[config.mk]
export PLATFORM = sky130hd
export DESIGN_NAME = icache_refill_ctrl
export DESIGN_NICKNAME = d
export VERILOG_FILES = /design/src/rtl/icache_refill_ctrl_pkg.sv /design/src/rtl/icache_victim_lfsr.sv /design/src/rtl/icache_refill_ctrl.sv
export SDC_FILE = /design/constraint.sdc
export NUM_CORES = 1
export LEC_CHECK = 0
export BUFFER_PORTS_ARGS = -buffer_cell sky130_fd_sc_hd__buf_2
export CORE_MARGIN = 5
export CORE_UTILIZATION = 35
export DETAILED_ROUTE_END_ITERATION = 6
export GPL_TIMING_DRIVEN = 1
export PLACE_DENSITY = 0.69
export SKIP_LAST_GASP = 1
export SYNTH_ARGS = -nofsm -noshare
export SYNTH_HDL_FRONTEND = slang
export SYNTH_HIERARCHICAL = 1
export SYNTH_SLANG_ARGS = --single-unit
[constraint.sdc]
create_clock -name clk -period 3.75 [get_ports clk]
set_input_delay 0.1875 -clock clk [delete_from_list [all_inputs] [get_ports clk]]
set_output_delay 0.1875 -clock clk [all_outputs]
set_load 0.02 [all_outputs]
[src/rtl/icache_refill_ctrl_pkg.sv]
// Shared types and constants for the instruction-cache refill sequencer.
package icache_refill_ctrl_pkg;

    localparam int WORD_W = 32;

    typedef enum logic [1:0] {
        IDLE   = 2'd0,
        REQ    = 2'd1,
        RECV   = 2'd2,
        COMMIT = 2'd3
    } refill_state_e;

    localparam logic [7:0] LFSR_SEED = 8'h01;

    // Burst length field is encoded as beats minus one.
    function automatic logic [7:0] rd_len_f(input int unsigned line_words);
        return 8'(line_words - 1);
    endfunction

endpackage

[src/rtl/icache_victim_lfsr.sv]
// 8-bit Fibonacci LFSR (x^8+x^6+x^5+x^4+1) used for pseudo-random victim way selection.
module icache_victim_lfsr
    import icache_refill_ctrl_pkg::*;
#(
    parameter int WAY_W = 1
) (
    input  logic             clk,
    input  logic             rstn,
    input  logic             advance,
    output logic [WAY_W-1:0] way
);

    logic [7:0] lfsr_q;
    logic [7:0] lfsr_d;

    always_comb begin
        lfsr_d = lfsr_q;
        if (advance) begin
            lfsr_d = {lfsr_q[6:0], lfsr_q[7] ^ lfsr_q[5] ^ lfsr_q[4] ^ lfsr_q[3]};
        end
    end

    always_ff @(posedge clk or negedge rstn) begin
        if (!rstn) begin
            lfsr_q <= LFSR_SEED;
        end else begin
            lfsr_q <= lfsr_d;
        end
    end

    assign way = lfsr_q[WAY_W-1:0];

endmodule

[src/rtl/icache_refill_ctrl.sv]
// I-cache miss/refill sequencer: one burst read per miss, fills the victim way, then writes the tag.
// Optional critical-word forwarding is enabled by defining ICACHE_CRIT_WORD_FWD_EN.
module icache_refill_ctrl
    import icache_refill_ctrl_pkg::*;
#(
    parameter  int ADDR_W     = WORD_W,
    parameter  int LINE_WORDS = 4,
    parameter  int SETS       = 256,
    parameter  int WAYS       = 2,
    localparam int OFF_W      = $clog2(LINE_WORDS) + 2,
    localparam int IDX_W      = $clog2(SETS),
    localparam int TAG_W      = ADDR_W - IDX_W - OFF_W,
    localparam int CNT_W      = $clog2(LINE_WORDS),
    localparam int WAY_W      = (WAYS > 1) ? $clog2(WAYS) : 1
) (
    input  logic              clk,
    input  logic              rstn,
    input  logic              lookup_valid,
    input  logic [ADDR_W-1:0] lookup_addr,
    input  logic              lookup_hit,
    input  logic              cancel,
    output logic              rd_req,
    output logic [ADDR_W-1:0] rd_addr,
    output logic [7:0]        rd_len,
    input  logic              rd_rdy,
    input  logic              ret_valid,
    input  logic              ret_last,
    input  logic [ADDR_W-1:0] ret_data,
    output logic              fill_we,
    output logic [WAY_W-1:0]  fill_way,
    output logic [IDX_W-1:0]  fill_index,
    output logic [CNT_W-1:0]  fill_offset,
    output logic [ADDR_W-1:0] fill_data,
    output logic              tag_we,
    output logic [TAG_W-1:0]  tag_value,
`ifdef ICACHE_CRIT_WORD_FWD_EN
    output logic              fwd_valid,
    output logic [ADDR_W-1:0] fwd_data,
`endif
    output logic              miss_stall,
    output logic              refill_done
);

    localparam int LA_W = ADDR_W - OFF_W;

    refill_state_e    state_q, state_d;
    logic [LA_W-1:0]  line_q, line_d;
    logic [WAY_W-1:0] victim_q, victim_d;
    logic [CNT_W-1:0] cnt_q, cnt_d;
    logic             cancelled_q, cancelled_d;
    logic             lfsr_adv;
    logic [WAY_W-1:0] lfsr_way;
    logic             miss;
    logic             cancelled_eff;

    icache_victim_lfsr #(.WAY_W(WAY_W)) u_lfsr (
        .clk     (clk),
        .rstn    (rstn),
        .advance (lfsr_adv),
        .way     (lfsr_way)
    );

    assign miss          = lookup_valid & ~lookup_hit & ~cancel;
    assign cancelled_eff = cancelled_q | cancel;

    always_comb begin
        state_d     = state_q;
        line_d      = line_q;
        victim_d    = victim_q;
        cnt_d       = cnt_q;
        cancelled_d = cancelled_q;
        lfsr_adv    = 1'b0;
        rd_req      = 1'b0;
        rd_addr     = '0;
        rd_len      = '0;
        fill_we     = 1'b0;
        fill_data   = '0;
        tag_we      = 1'b0;
        miss_stall  = 1'b0;
        refill_done = 1'b0;

        if (state_q != IDLE && cancel) begin
            cancelled_d = 1'b1;
        end

        case (state_q)
            IDLE: begin
                cancelled_d = 1'b0;
                miss_stall  = miss;
                if (miss) begin
                    line_d   = lookup_addr[ADDR_W-1:OFF_W];
                    victim_d = lfsr_way;
                    lfsr_adv = 1'b1;
                    state_d  = REQ;
                end
            end
            REQ: begin
                miss_stall = 1'b1;
                rd_req     = 1'b1;
                rd_addr    = {line_q, {OFF_W{1'b0}}};
                rd_len     = rd_len_f(LINE_WORDS);
                if (rd_rdy) begin
                    cnt_d   = '0;
                    state_d = RECV;
                end
            end
            RECV: begin
                miss_stall = 1'b1;
                if (ret_valid) begin
                    fill_we   = 1'b1;
                    fill_data = ret_data;
                    cnt_d     = cnt_q + 1'b1;
                    if (ret_last) begin
                        state_d = COMMIT;
                    end
                end
            end
            COMMIT: begin
                // A full line wraps the beat counter back to zero; anything else leaves it invalid.
                miss_stall  = 1'b1;
                tag_we      = (cnt_q == '0);
                refill_done = tag_we & ~cancelled_eff;
                cancelled_d = 1'b0;
                state_d     = IDLE;
            end
            default: state_d = IDLE;
        endcase
    end

    always_ff @(posedge clk or negedge rstn) begin
        if (!rstn) begin
            state_q     <= IDLE;
            line_q      <= '0;
            victim_q    <= '0;
            cnt_q       <= '0;
            cancelled_q <= 1'b0;
        end else begin
            state_q     <= state_d;
            line_q      <= line_d;
            victim_q    <= victim_d;
            cnt_q       <= cnt_d;
            cancelled_q <= cancelled_d;
        end
    end

    assign fill_way    = victim_q;
    assign fill_index  = line_q[IDX_W-1:0];
    assign fill_offset = cnt_q;
    assign tag_value   = line_q[LA_W-1:IDX_W];

`ifdef ICACHE_CRIT_WORD_FWD_EN
    logic [CNT_W-1:0] crit_q;
    logic             unused_addr_bits;

    always_ff @(posedge clk or negedge rstn) begin
        if (!rstn) begin
            crit_q <= '0;
        end else if (state_q == IDLE && miss) begin
            crit_q <= lookup_addr[OFF_W-1:2];
        end
    end

    assign fwd_valid        = fill_we & (cnt_q == crit_q) & ~cancelled_eff;
    assign fwd_data         = fwd_valid ? ret_data : '0;
    assign unused_addr_bits = ^lookup_addr[1:0];
`else
    logic unused_addr_bits;
    assign unused_addr_bits = ^lookup_addr[OFF_W-1:0];
`endif

endmodule

# Word-level counts from Yosys, hierarchy flattened
# Cells that the tools add are included.
[classes] n_bitwise=10 n_reduce_logical=11 mux=22 n_eq_ne=7 addsub=1
[op_table] op="$mux 32" n=3
[op_table] op="$mux 2" n=7
[op_table] op="$mux 1" n=9
[op_table] op="$ne 2x2->1 const B" n=4
[op_table] op="$pmux 2 s4" n=1
[op_table] op="$reduce_bool 2->1" n=3
[op_table] op="$eq 2x2->1 const B" n=2
[op_table] op="$logic_not 2->1" n=2
[op_table] op="$pmux 2 s2" n=1
[op_table] op="$reduce_and 4->1" n=1
[op_table] op="$and 1x1->1" n=3
[op_table] op="$not 1->1" n=3
[op_table] op="$reduce_and 3->1" n=1
[op_table] op="$reduce_or 3->1" n=1
[op_table] op="$xor 1x1->1" n=3
[op_table] op="$add 2x1->2 const B" n=1
[op_table] op="$eq 2x1->1 const B" n=1
[op_table] op="$pmux 1 s2" n=1
[op_table] op="$reduce_and 2->1" n=1
[op_table] op="$reduce_or 2->1" n=1
[op_table] op="$logic_and 1x1->1" n=1
[op_table] op="$or 1x1->1" n=1
[word_totals] reg_bits=42 wordCells=57 output_inout_bits=108

# Depth between registers and ports, before layout
[depth] depth_word=5 ltp_mapped=8 mapped_depth_nobuf=6

# By module
# The synthesis kept the hierarchy.
[modules_own_cells] mod="icache_refill_ctrl" seq_area_each_um2=850.8 cells_per_inst=185 area_per_inst_um2=1994.4 instances=1
[modules_own_cells] mod="icache_victim_lfsr" seq_area_each_um2=201.4 cells_per_inst=21 area_per_inst_um2=320.3 instances=1

# Worst setup path after synthesis
# Ideal clock, no wire load.
[synth_timing] path_type="register -> register" startpoint="register state_q[0]" endpoint="register u_lfsr.lfsr_q[1]" stages_incl_launch_ff=8 arrival_ps=1678 slack_ps=1947 path_buffers=2 required_time_ps=3625 synth_period_minus_slack_ps=1803 path_cell_list="dfrtp_1 > inv_1 > ha_1 > inv_1 > nor2_1 > buf_4 > buf_2 > mux2_2"
[synth_between] elab_chain_cells=2
[synth_rtl] element="start, declared" line_no="icache_refill_ctrl.sv:46" text="refill_state_e state_q, state_d;"
[synth_rtl] element="start signal, assigned" line_no="icache_refill_ctrl.sv:138" text="state_q <= state_d;"
[synth_rtl] element="$logic_not 2->1" line_no="icache_refill_ctrl.sv:86" text="case (state_q)"
[synth_rtl] element="$mux 1" line_no="icache_refill_ctrl.sv:86"
[synth_rtl] element="via lfsr_adv" line_no="icache_refill_ctrl.sv:51" text="logic lfsr_adv;"
[synth_rtl] element="end signal, assigned" line_no="icache_victim_lfsr.sv:27" text="lfsr_q <= lfsr_d;"
[synth_rtl] element="end, declared" line_no="icache_victim_lfsr.sv:13" text="logic [7:0] lfsr_q;"
# The timed path passes the listed nets, and every way through them passes these cells.
# A chain may end at the register's enable or synchronous reset.

# Worst setup path after layout
[layout_timing] startpoint="register state_q[0]" endpoint="output port fill_data[2]"
[layout_between] elab_chain_cells=2
[layout_rtl] element="$eq 2x2->1" line_no="icache_refill_ctrl.sv:86"
[layout_rtl] element="$mux 32" line_no="icache_refill_ctrl.sv:86"
[layout_rtl] element="end, declared" line_no="icache_refill_ctrl.sv:33" text="output logic [ADDR_W-1:0] fill_data,"
# Every way passes these cells.

==> PnR_summary.wiki <==
{| class="wikitable"
! Metric !! Value
|-
| Outcome || completed
|-
| Kind of capture point of the worst setup path || primary output
|-
| Type of the setup path with the least slack || reg -> out
|-
| Most area-consuming cells after synthesis || dfrtp_1 (44%), mux2_2 (18%), and3_1 (8.6%), and2_1 (8.1%), buf_4 (4.9%)
|-
| Maximum buffer depth of the clock tree || 2
|-
| Average wire length per cell after detail routing || 13.39 um
|-
| Worst rel slew slack || 0.3110
|-
| Area of the core region || 6386 sq um
|-
| TritonCTS Sinks || 42
|-
| Ports || 180
|-
| Site row count || 29
|-
| Netlist cell types || 26
|-
| Port-buffer cells || 165
|-
| Worst slack on hold paths || roughly 0.022 ns
|-
| Mapped cell area || 2315 sq um
|-
| Critical Path Start || state_q[0]$_DFFE_PN0P_
|-
| Crit-path max FO || 36
|-
| Total congestion overflow after global routing || 0
|-
| First-pass GRT wire length || approximately 9700 um
|-
| Routed vias/inst || roughly 4.5
|-
| Final min period || 2.292 ns
|-
| Post-route worst setup slack || 1.458 ns
|-
| Area share of the leading cell type in the synthesized netlist || 0.4432
|-
| Hold buffer count at CTS || 0
|-
| CTS tree || built
|-
| Maximum Capacitance Violations || 0
|-
| Clock latency of the later-clocked register in the worst-skew pair || 0.29 ns
|-
| Setup repair after global routing missed its margin || no
|-
| Count of yosys warnings during synthesis || 6
|-
| Final total power || 2.514 mW
|-
| Number of cells produced by synthesis || 206
|-
| Count of antenna diodes in the layout || 0
|-
| Number of levels the H-tree was split into || 2
|-
| Worst Max-Slew Pin Slew || roughly 1.0 ns
|-
| DRC violation count after routing || 0
|-
| Initial cell density of the core || 0.3625
|-
| Antenna Nets Post-Route || 0
|-
| Start of the worst register-to-register path || state_q[0]$_DFFE_PN0P_
|-
| Number of gates given a new drive strength after cts || 0
|-
| Largest net degree at the start of global routing || 43
|-
| Worst min-delay path category || in -> async
|-
| Global router's overall resource usage || 0.1394
|-
| Fraction of final layout cells sized beyond drive strength 1 || 0.5939
|-
| Fmax || 0.4363 GHz
|-
| Dominant cell type by area after synthesis || dfrtp_1
|-
| Final WL || 5879 um
|-
| Final Instance Area || 3219 sq um
|-
| CP arrival || 2.10 ns
|-
| P_leak || 1.909 nW
|-
| Clk slew on worst S/H paths || 0.08 ns
|-
| Final weighted congestion in routability-driven placement || 0.7174
|-
| Layout net count || 440
|-
| Iteration-0 DRC Markers || 38
|-
| Average cell area after synthesis || 11.24 sq um
|-
| Die X || 91.33 um
|-
| Number of synthesized register bits || 42
|-
| Worst clock skew || 0.006770 ns
|-
| Routed vias || 1993
|-
| Period Utilization, post-route || 0.6112
|-
| DPL Wire Length || 4556 um
|-
| Final number of hold-violating endpoints || 0
|-
| Post-placement cell area || 3127 sq um
|-
| Die area || ~8300 sq um
|-
| Setup fix buffers added after clock tree synthesis || 0
|-
| Largest voltage drop on the vdd net || between 0.3 and 0.4 mV
|-
| Vertical die dimension || 91.33 um
|-
| Vias in the first global route || slightly above 2000
|-
| Launching element type of the critical path || flop
|-
| PD cells || 780.8 nW/um^2
|-
| Drt pass-1 iters || 4
|-
| CTS Buf Count || 5
|-
| Setup TNS || 0 ns
|-
| Number of pins exceeding their max-slew limit in the final report || 0
|-
| Sequential area share after synthesis || 0.4546
|-
| Data required time at the worst endpoint || between 3 and 4 ns
|-
| Layout Area Growth over Synthesis || 39.08%
|-
| Root Buffer || clkbuf_8
|-
| Worst Setup Slack post-DPL || 1.405 ns
|-
| Number of antenna violations at the first check in global routing || 0
|-
| Number of inserted filler cells in the final layout || 618
|-
| Setup violations, final || 0
|}
## layout make-up
type                            count  area [sq um]  area share
Clock buffer                        5         68.82     0.02138
Inverter                            5         18.77    0.005830
Tap cell                           77         96.34     0.02993
Clock inverter                      3         23.77    0.007384
Timing Repair Buffer              166         833.3      0.2588
Multi-Input combinational cell    141          1126      0.3498
Sequential cell                    42          1052      0.3269
## per-stage QoR
stage	utilization	cells
5_1_grt	0.5041	439
4_1_cts	0.5041	439
2_1_floorplan	-	215
3_3_place_gp	0.4896	431
6_report	0.5041	439
3_5_place_dp	0.4896	431
## power breakdown
group,switching (mW),internal [mW]
Sequential,0.129,0.658
Clock,0.157,0.133
Combinational,0.857,0.581
## kinds of logic (layout without fill, tap and decap cells)
| group | after synthesis | count (layout) | synth area share |
|---|---|---|---|
| AOI/OAI and AO/OA | 8 | 8 | 0.03190 |
| muxes | 38 | 38 | 0.1859 |
| adders and majority gates | 7 | 7 | 0.03784 |
| DFF | 42 | 42 | 0.4546 |
| and+or+nand+nor | 75 | 75 | 0.2000 |
| xor gates and xnor gates | 3 | 3 | 0.01135 |
| other | 1 | 10 | 0.001620 |
| buffers and inverters | 32 | 179 | 0.07676 |
## placed cells by master, fill, tap and decap left out, drive strengths merged
cell | Yosys | final
xnor2 | 3 | 3
or3b | 1 | 1
nor3b | 1 | 1
nor2b | 4 | 4
mux2i | 1 | 1
a22o | 2 | 2
inv | 5 | 6
dfrtp | 41 | 41
o21bai | 1 | 1
nand2 | 2 | 2
conb | 1 | 10
dfstp | 1 | 1
o22ai | 1 | 1
mux2 | 37 | 37
nand2b | 2 | 2
o21ai | 1 | 1
ha | 7 | 7
a2111oi | 1 | 1
clkinvlp | 0 | 2
and3 | 32 | 32
nor2 | 3 | 3
clkbuf | 11 | 5
and2 | 30 | 30
buf | 16 | 166
a21oi | 2 | 2
## path summary, 6_finish.rpt
path                                           endpoint  slack (ns)  depth (start not counted)
min in group clk                 line_q[15]$_DFFE_PN0P_        0.12                          2
max                                        fill_data[2]        1.46                          4
min                              line_q[22]$_DFFE_PN0P_        0.02                          1
max reg2reg                      line_q[24]$_DFFE_PN0P_        1.47                          5
max in group asynchronous         line_q[3]$_DFFE_PN0P_        3.15                          1
min reg2reg                u_lfsr/lfsr_q[0]$_DFFE_PN1P_        0.50                          2
## critical path: stages (launching register included)
cell     delay (ns)
dfrtp_1        0.41
inv_1          0.15
ha_1           0.80
and3_1         0.28
buf_2          0.17
## registers in the layout, indices dropped and copies added (netlist names)
signal	cells
u_lfsr/lfsr_q	8
line_q	28
state_q	2
fill_way	1
cancelled_q	1
fill_offset	2
## metal layers
layer,GRT usage,part of all wire,vias up
met5,0,0,-
met4,0.04401,0.0071,0
met2,0.2494,0.52,85
met1,0.1566,0.39,922
met3,0.04463,0.079,2
li1,-,-,984
## synth_stat cells
cell	n
mux2_4	1
nor2b_1	4
xnor2_1	3
mux2i_1	1
buf_4	15
dfrtp_1	41
or3b_4	1
and3_1	32
o21ai_0	1
clkbuf_1	11
nor3b_1	1
nand2_1	2
inv_1	5
o21bai_1	1
a2111oi_4	1
conb_1	1
a21oi_1	2
o22ai_1	1
ha_1	7
mux2_2	36
dfstp_2	1
buf_2	1
nor2_1	3
a22o_1	2
and2_1	30
nand2b_1	2
Note: power is estimated with default switching activity, not from simulation.
